==> src/rtl/par2serial_pkg.sv <==
// Shared constants and FSM encoding for the 4-lane parallel-to-serial block.
package par2serial_pkg;

    localparam int unsigned BIT_CNT_W    = 3;
    localparam int unsigned NUM_LANES    = 4;
    localparam logic [7:0]  COM_SYM_DEF  = 8'hBC;
    localparam logic [7:0]  IDLE_SYM_DEF = 8'h7C;

    typedef enum logic {
        ST_TRAIN  = 1'b0,
        ST_ACTIVE = 1'b1
    } state_t;

endpackage

==> src/rtl/lane_serializer.sv <==
// One lane: one-entry holding register with ready handshake feeding an
// MSB-first 8-bit shift register.
module lane_serializer
    import par2serial_pkg::*;
#(
    parameter logic [7:0] COM_SYM  = COM_SYM_DEF,
    parameter logic [7:0] IDLE_SYM = IDLE_SYM_DEF
) (
    input  logic       clk,
    input  logic       reset,
    input  logic       load_i,
    input  logic       active_i,
    input  logic       train_i,
    input  logic [7:0] data_i,
    input  logic       valid_i,
    output logic       ready_o,
    output logic       serial_o
);

    logic [7:0] hold_data_q, hold_data_d;
    logic       hold_v_q, hold_v_d;
    logic [7:0] shreg_q, shreg_d;
    logic       accept;

    // A full hold register can still take a byte on the load edge, since
    // its current content moves into the shift register on that same edge.
    assign ready_o  = active_i && (!hold_v_q || load_i);
    assign accept   = valid_i && ready_o;
    assign serial_o = shreg_q[7];

    always_comb begin
        hold_data_d = hold_data_q;
        hold_v_d    = hold_v_q;
        shreg_d     = {shreg_q[6:0], 1'b0};
        if (load_i) begin
            if (train_i) begin
                shreg_d = COM_SYM;
            end else begin
                shreg_d = hold_v_q ? hold_data_q : IDLE_SYM;
            end
            hold_v_d = 1'b0;
        end
        if (accept) begin
            hold_data_d = data_i;
            hold_v_d    = 1'b1;
        end
    end

    always_ff @(posedge clk) begin
        if (reset) begin
            hold_data_q <= '0;
            hold_v_q    <= 1'b0;
            shreg_q     <= '0;
        end else begin
            hold_data_q <= hold_data_d;
            hold_v_q    <= hold_v_d;
            shreg_q     <= shreg_d;
        end
    end

endmodule

==> src/rtl/par2serial_4lane.sv <==
// Four-lane serializer: shared bit counter and TRAIN/ACTIVE sequencing,
// with per-lane holding and shifting in lane_serializer.
module par2serial_4lane
    import par2serial_pkg::*;
#(
    parameter int unsigned TRAIN_SYMS = 4,
    parameter logic [7:0]  COM_SYM    = COM_SYM_DEF,
    parameter logic [7:0]  IDLE_SYM   = IDLE_SYM_DEF
) (
    input  logic       clk,
    input  logic       reset,
    input  logic [7:0] in0,
    input  logic [7:0] in1,
    input  logic [7:0] in2,
    input  logic [7:0] in3,
    input  logic       valid_in0,
    input  logic       valid_in1,
    input  logic       valid_in2,
    input  logic       valid_in3,
    output logic       ready_out0,
    output logic       ready_out1,
    output logic       ready_out2,
    output logic       ready_out3,
    output logic       data_out0,
    output logic       data_out1,
    output logic       data_out2,
    output logic       data_out3,
    output logic       active_out
);

    localparam logic [7:0] LAST_TRAIN = 8'(TRAIN_SYMS - 1);

    state_t                 state_q, state_d;
    logic [BIT_CNT_W-1:0]   bit_cnt_q, bit_cnt_d;
    logic [7:0]             train_cnt_q, train_cnt_d;
    logic                   load;
    logic                   lane_active;
    logic                   lane_train;

    logic [7:0]             lane_data [NUM_LANES];
    logic [NUM_LANES-1:0]   lane_valid;
    logic [NUM_LANES-1:0]   lane_ready;
    logic [NUM_LANES-1:0]   lane_serial;

    assign load        = (bit_cnt_q == '1);
    assign active_out  = (state_q == ST_ACTIVE);
    // Reset gates ready combinationally so no byte is offered a handshake
    // in a cycle whose edge is going to clear everything.
    assign lane_active = (state_q == ST_ACTIVE) && !reset;
    assign lane_train  = (state_q == ST_TRAIN);

    always_comb begin
        bit_cnt_d   = bit_cnt_q + 1'b1;
        state_d     = state_q;
        train_cnt_d = train_cnt_q;
        if (state_q == ST_TRAIN && load) begin
            train_cnt_d = train_cnt_q + 8'd1;
            if (train_cnt_q == LAST_TRAIN) begin
                state_d = ST_ACTIVE;
            end
        end
    end

    always_ff @(posedge clk) begin
        if (reset) begin
            state_q     <= ST_TRAIN;
            bit_cnt_q   <= '0;
            train_cnt_q <= '0;
        end else begin
            state_q     <= state_d;
            bit_cnt_q   <= bit_cnt_d;
            train_cnt_q <= train_cnt_d;
        end
    end

    assign lane_data[0] = in0;
    assign lane_data[1] = in1;
    assign lane_data[2] = in2;
    assign lane_data[3] = in3;
    assign lane_valid   = {valid_in3, valid_in2, valid_in1, valid_in0};

    for (genvar g = 0; g < NUM_LANES; g++) begin : g_lane
        lane_serializer #(
            .COM_SYM  (COM_SYM),
            .IDLE_SYM (IDLE_SYM)
        ) u_lane (
            .clk      (clk),
            .reset    (reset),
            .load_i   (load),
            .active_i (lane_active),
            .train_i  (lane_train),
            .data_i   (lane_data[g]),
            .valid_i  (lane_valid[g]),
            .ready_o  (lane_ready[g]),
            .serial_o (lane_serial[g])
        );
    end

    assign {ready_out3, ready_out2, ready_out1, ready_out0} = lane_ready;
    assign {data_out3, data_out2, data_out1, data_out0}     = lane_serial;

endmodule
==> config.mk <==
export PLATFORM = sky130hd
export DESIGN_NAME = par2serial_4lane
export DESIGN_NICKNAME = d
export VERILOG_FILES = /design/src/rtl/par2serial_pkg.sv /design/src/rtl/lane_serializer.sv /design/src/rtl/par2serial_4lane.sv
export SDC_FILE = /design/constraint.sdc
export NUM_CORES = 1
export LEC_CHECK = 0
export CORE_UTILIZATION = 44
export CTS_BUF_LIST = sky130_fd_sc_hd__clkbuf_8 sky130_fd_sc_hd__clkbuf_16
export DETAILED_ROUTE_END_ITERATION = 8
export GPL_TIMING_DRIVEN = 0
export PLACE_DENSITY = 0.69
export SLEW_MARGIN = 20
export SYNTH_ARGS = -nofsm -noshare
export SYNTH_HDL_FRONTEND = slang
export SYNTH_SLANG_ARGS = --single-unit
==> constraint.sdc <==
create_clock -name clk -period 2 [get_ports clk]
set_clock_uncertainty 0.15 [all_clocks]
set_input_delay 0.6 -clock clk [delete_from_list [all_inputs] [get_ports clk]]
set_output_delay 0.6 -clock clk [all_outputs]
set_load 0.01 [all_outputs]
==> key figures <==
Timing
  – RSZ-0062 raised after global routing: yes
  – Slew Viols, Final: 0
  – # setup viols final: 4
  – Final Cycle Share: 107%
  – Setup TNS: -556 ps
  – Setup ws final: -142 ps
  – Relative slew slack: 61.7%
  – Maximum clock frequency: 467 MHz
  – Least-Margin Pin Slew: 574 ps
  – Fin crit period: 2140 ps
  – Final Hold Viols: 0

Finish
  – Post-route cell area: 0.00420 mm2
  – Fillers: 665
  – Final Core Density: 57.9%
  – Multi-input logic area: 0.00158 mm2
  – Register area: 0.00161 mm2
  – Layout cells sized above 1: 14.4%
  – NumNets Final: 472
  – Commonest non-fill, non-tap cells in the layout: 77 x dfxtp_1, 52 x a21oi_1, 46 x nor2_1
  – Ant. Diodes: 0
  – Most common cell after layout, fill and taps aside: dfxtp_1
  – Area grow syn2layout: 27.7%

Critical path
  – Worst Path Arrival: 1390 ps
  – CP endpoint kind: output port
  – Worst Path Max Fanout: 10
  – CP Launch Type: primary input
  – Worst Setup SP: reset
  – Max incr delay on CP: 150 ps
  – Worst r2r src: bit_cnt_q[0]
  – CP Data Required Time: 1250 ps
  – Crit path cell chain: buf_4, nand2b_4, buf_6, buf_12, nor2_4, buf_6
  – Setup Crit Path Kind: primary input to output port
  – Crit path top cell by count: buf_6
  – CP max stage cell: buf_4

Placed design
  – Detailed placement HPWL: 5870 um
  – GP Congestion: 0.840
  – Port bufs: 41
  – Placed Instance Area: 0.00389 mm2
  – Dpl ws: -624 ps

Routing
  – WL/cell: 16.0 um
  – Top sig layer: met4
  – ANT nets after route: 0
  – Iteration count of the initial detailed-routing pass: 4
  – Via count: 2972
  – Drt first-iter violations: 184
  – Wire length on met3: 400 um
  – Drt via density: 5.56
  – Metal2 WL: 4110 um
  – Met1 WL: 3970 um
  – Drc violations: 0
  – Aggregate routed wire length: 8550 um

Synthesis
  – Post-synth ARST share: 0%
  – Cell taking the most area after synthesis: dfxtp_1
  – Cells after Synth: 377
  – Seq cells post-synth: 80
  – Post-synth EDFFs: 0
  – Synth unique cells: 31
  – Sequential fraction of the synthesis area: 48.7%
  – Synth warn: 0
  – Top_reg_cell synth: dfxtp_1
  – Mapped Nets: 418
  – Synthesized area per cell: 8.73 um2
  – Top cell type's share of synthesized area: 48.7%
  – Mapped Area: 0.00329 mm2
  – Synth top area cells: dfxtp_1 49%, a21oi_1 8.1%, o31ai_1 7.5%

Run status
  – Status: finished with violations
  – Failing checks: negative setup slack

Floorplanning
  – Initial Util: 45.4%
  – Vert. Die Dim: 88.5 um
  – # rows: 31
  – Die ar.: 0.00783 mm2
  – CORE AREA: 0.00725 mm2
  – I/O Pins: 47
  – Chip width: 88.5 um

Clocking
  – TritonCTS Sinks: 80
  – Clk Latency, worst-skew pair: 350 ps
  – Clk root buf: clkbuf_8
  – CTS tree: done
  – Hold buffer count at CTS: 0
  – Num CTS Buffers: 9
  – Clock-pin slew on the worst setup and hold paths: 80 ps
  – H-tree levels: 3
  – Clock buffer depth: 2

GRT
  – Tot GR Track Use: 22.8%
  – Vias in the first global route: 2681
  – Global-route wire length before repair: 13400 um
  – Grt ovf: 0
  – Initial antenna violation count: 0
  – Largest net degree at the start of global routing: 15

Min path
  – Worst Hold Class: flip-flop to flip-flop
  – Hold Crit Start: bit_cnt_q[0]

Pwr
  – Pwr Total: 2.95 mW
  – Comb power frac: 5.0%
  – Cell Pwr Density: 703 mW/mm2
  – Sequential share of power: 54.3%
  – Sw frac: 22.6%
  – Psw: 0.667 mW
  – Leak pwr: 1.49 nW
  – Clock Power Share: 40.7%
  – Internal power: 2.29 mW
  – Peak VDD IR: 0.552 mV

Job
  – Max-Cap Viols: 0
-- timing repair --
action | CTS | global route
pin swaps | 4 | 2
buffers inserted | 6 | 1
gates resized for setup | 37 | 16
endpoints found under the setup margin | 11 | 4
-- metal layers --
layer  vias up  track usage [%]
li1       1479                -
met1      1408             30.3
met2        77             38.0
met3         8             5.69
met4         0             4.40
met5         -                0
-- per-stage QoR --
stage | cells | hold slack (ps)
final | 535 | 285
after global routing | 535 | 303
after CTS | 537 | 284
after detailed placement | 517 | 267
after global placement | 517 | 264
after floorplan | 377 | 249
-- worst paths after layout --
path	slack, ps	cells after the start	endpoint
min reg2reg	290	1	bit_cnt_q[0]
max reg2reg	30	7	train_cnt_q[7]
min	290	1	bit_cnt_q[0]
max	-140	6	ready_out1
-- Yosys cell counts (5+ instances only) --
library cell	n
dfxtp_1	80
a21oi_1	53
nor2_1	50
nand4_1	37
o31ai_1	33
clkbuf_1	18
a211oi_1	16
nand2b_1	13
buf_2	12
inv_1	10
nor2b_1	7
nand2_1	6
buf_4	5
-- flip-flops by register name (all words and copies together), names as in the netlist --
register / flops
g_lane.u_lane.hold_data_q: 32
g_lane.u_lane.shreg_q: 32
train_cnt_q: 8
g_lane.u_lane.hold_v_q: 4
bit_cnt_q: 3
active_out: 1
-- cells by family (layout without fill, tap and decap cells) --
group,count (synthesis),after routing,share of synthesized area [%]
multiplexers,1,1,0.304
flip-flops,80,80,48.7
AND/OR/NAND/NOR,132,132,21.9
adder cells (fa/ha/maj),3,3,1.14
XOR/XNOR,2,2,0.532
AO/OA/AOI/OAI,111,111,21.0
buffers and inverters,48,107,6.50
-- final cells by class --
| cell class | count | area share (%) |
|---|---|---|
| Tap cell | 99 | 2.95 |
| Sequential cell | 80 | 38.2 |
| Inverter | 10 | 0.893 |
| Buffer | 33 | 4.47 |
| Multi-Input combinational cell | 249 | 37.5 |
| Clock inverter | 6 | 1.64 |
| Clock buffer | 10 | 3.27 |
| Timing Repair Buffer | 48 | 11.0 |
-- power groups by stage --
| stage | clock (mW) | sequential (mW) | combinational, mW |
|---|---|---|---|
| global placement | 0 | 1.64 | 0.140 |
| floorplan | 0 | 1.64 | 0.0533 |
| detailed placement | 0 | 1.64 | 0.141 |
| finish | 1.20 | 1.60 | 0.148 |
| global route | 1.29 | 1.61 | 0.158 |
| CTS | 1.22 | 1.60 | 0.146 |
-- worst max-delay path: cells and delay by family --
family                 cells  cell delay (ps)
buffers and inverters      4              540
AND/OR/NAND/NOR            2              250
(Power assumes the default switching activity.)
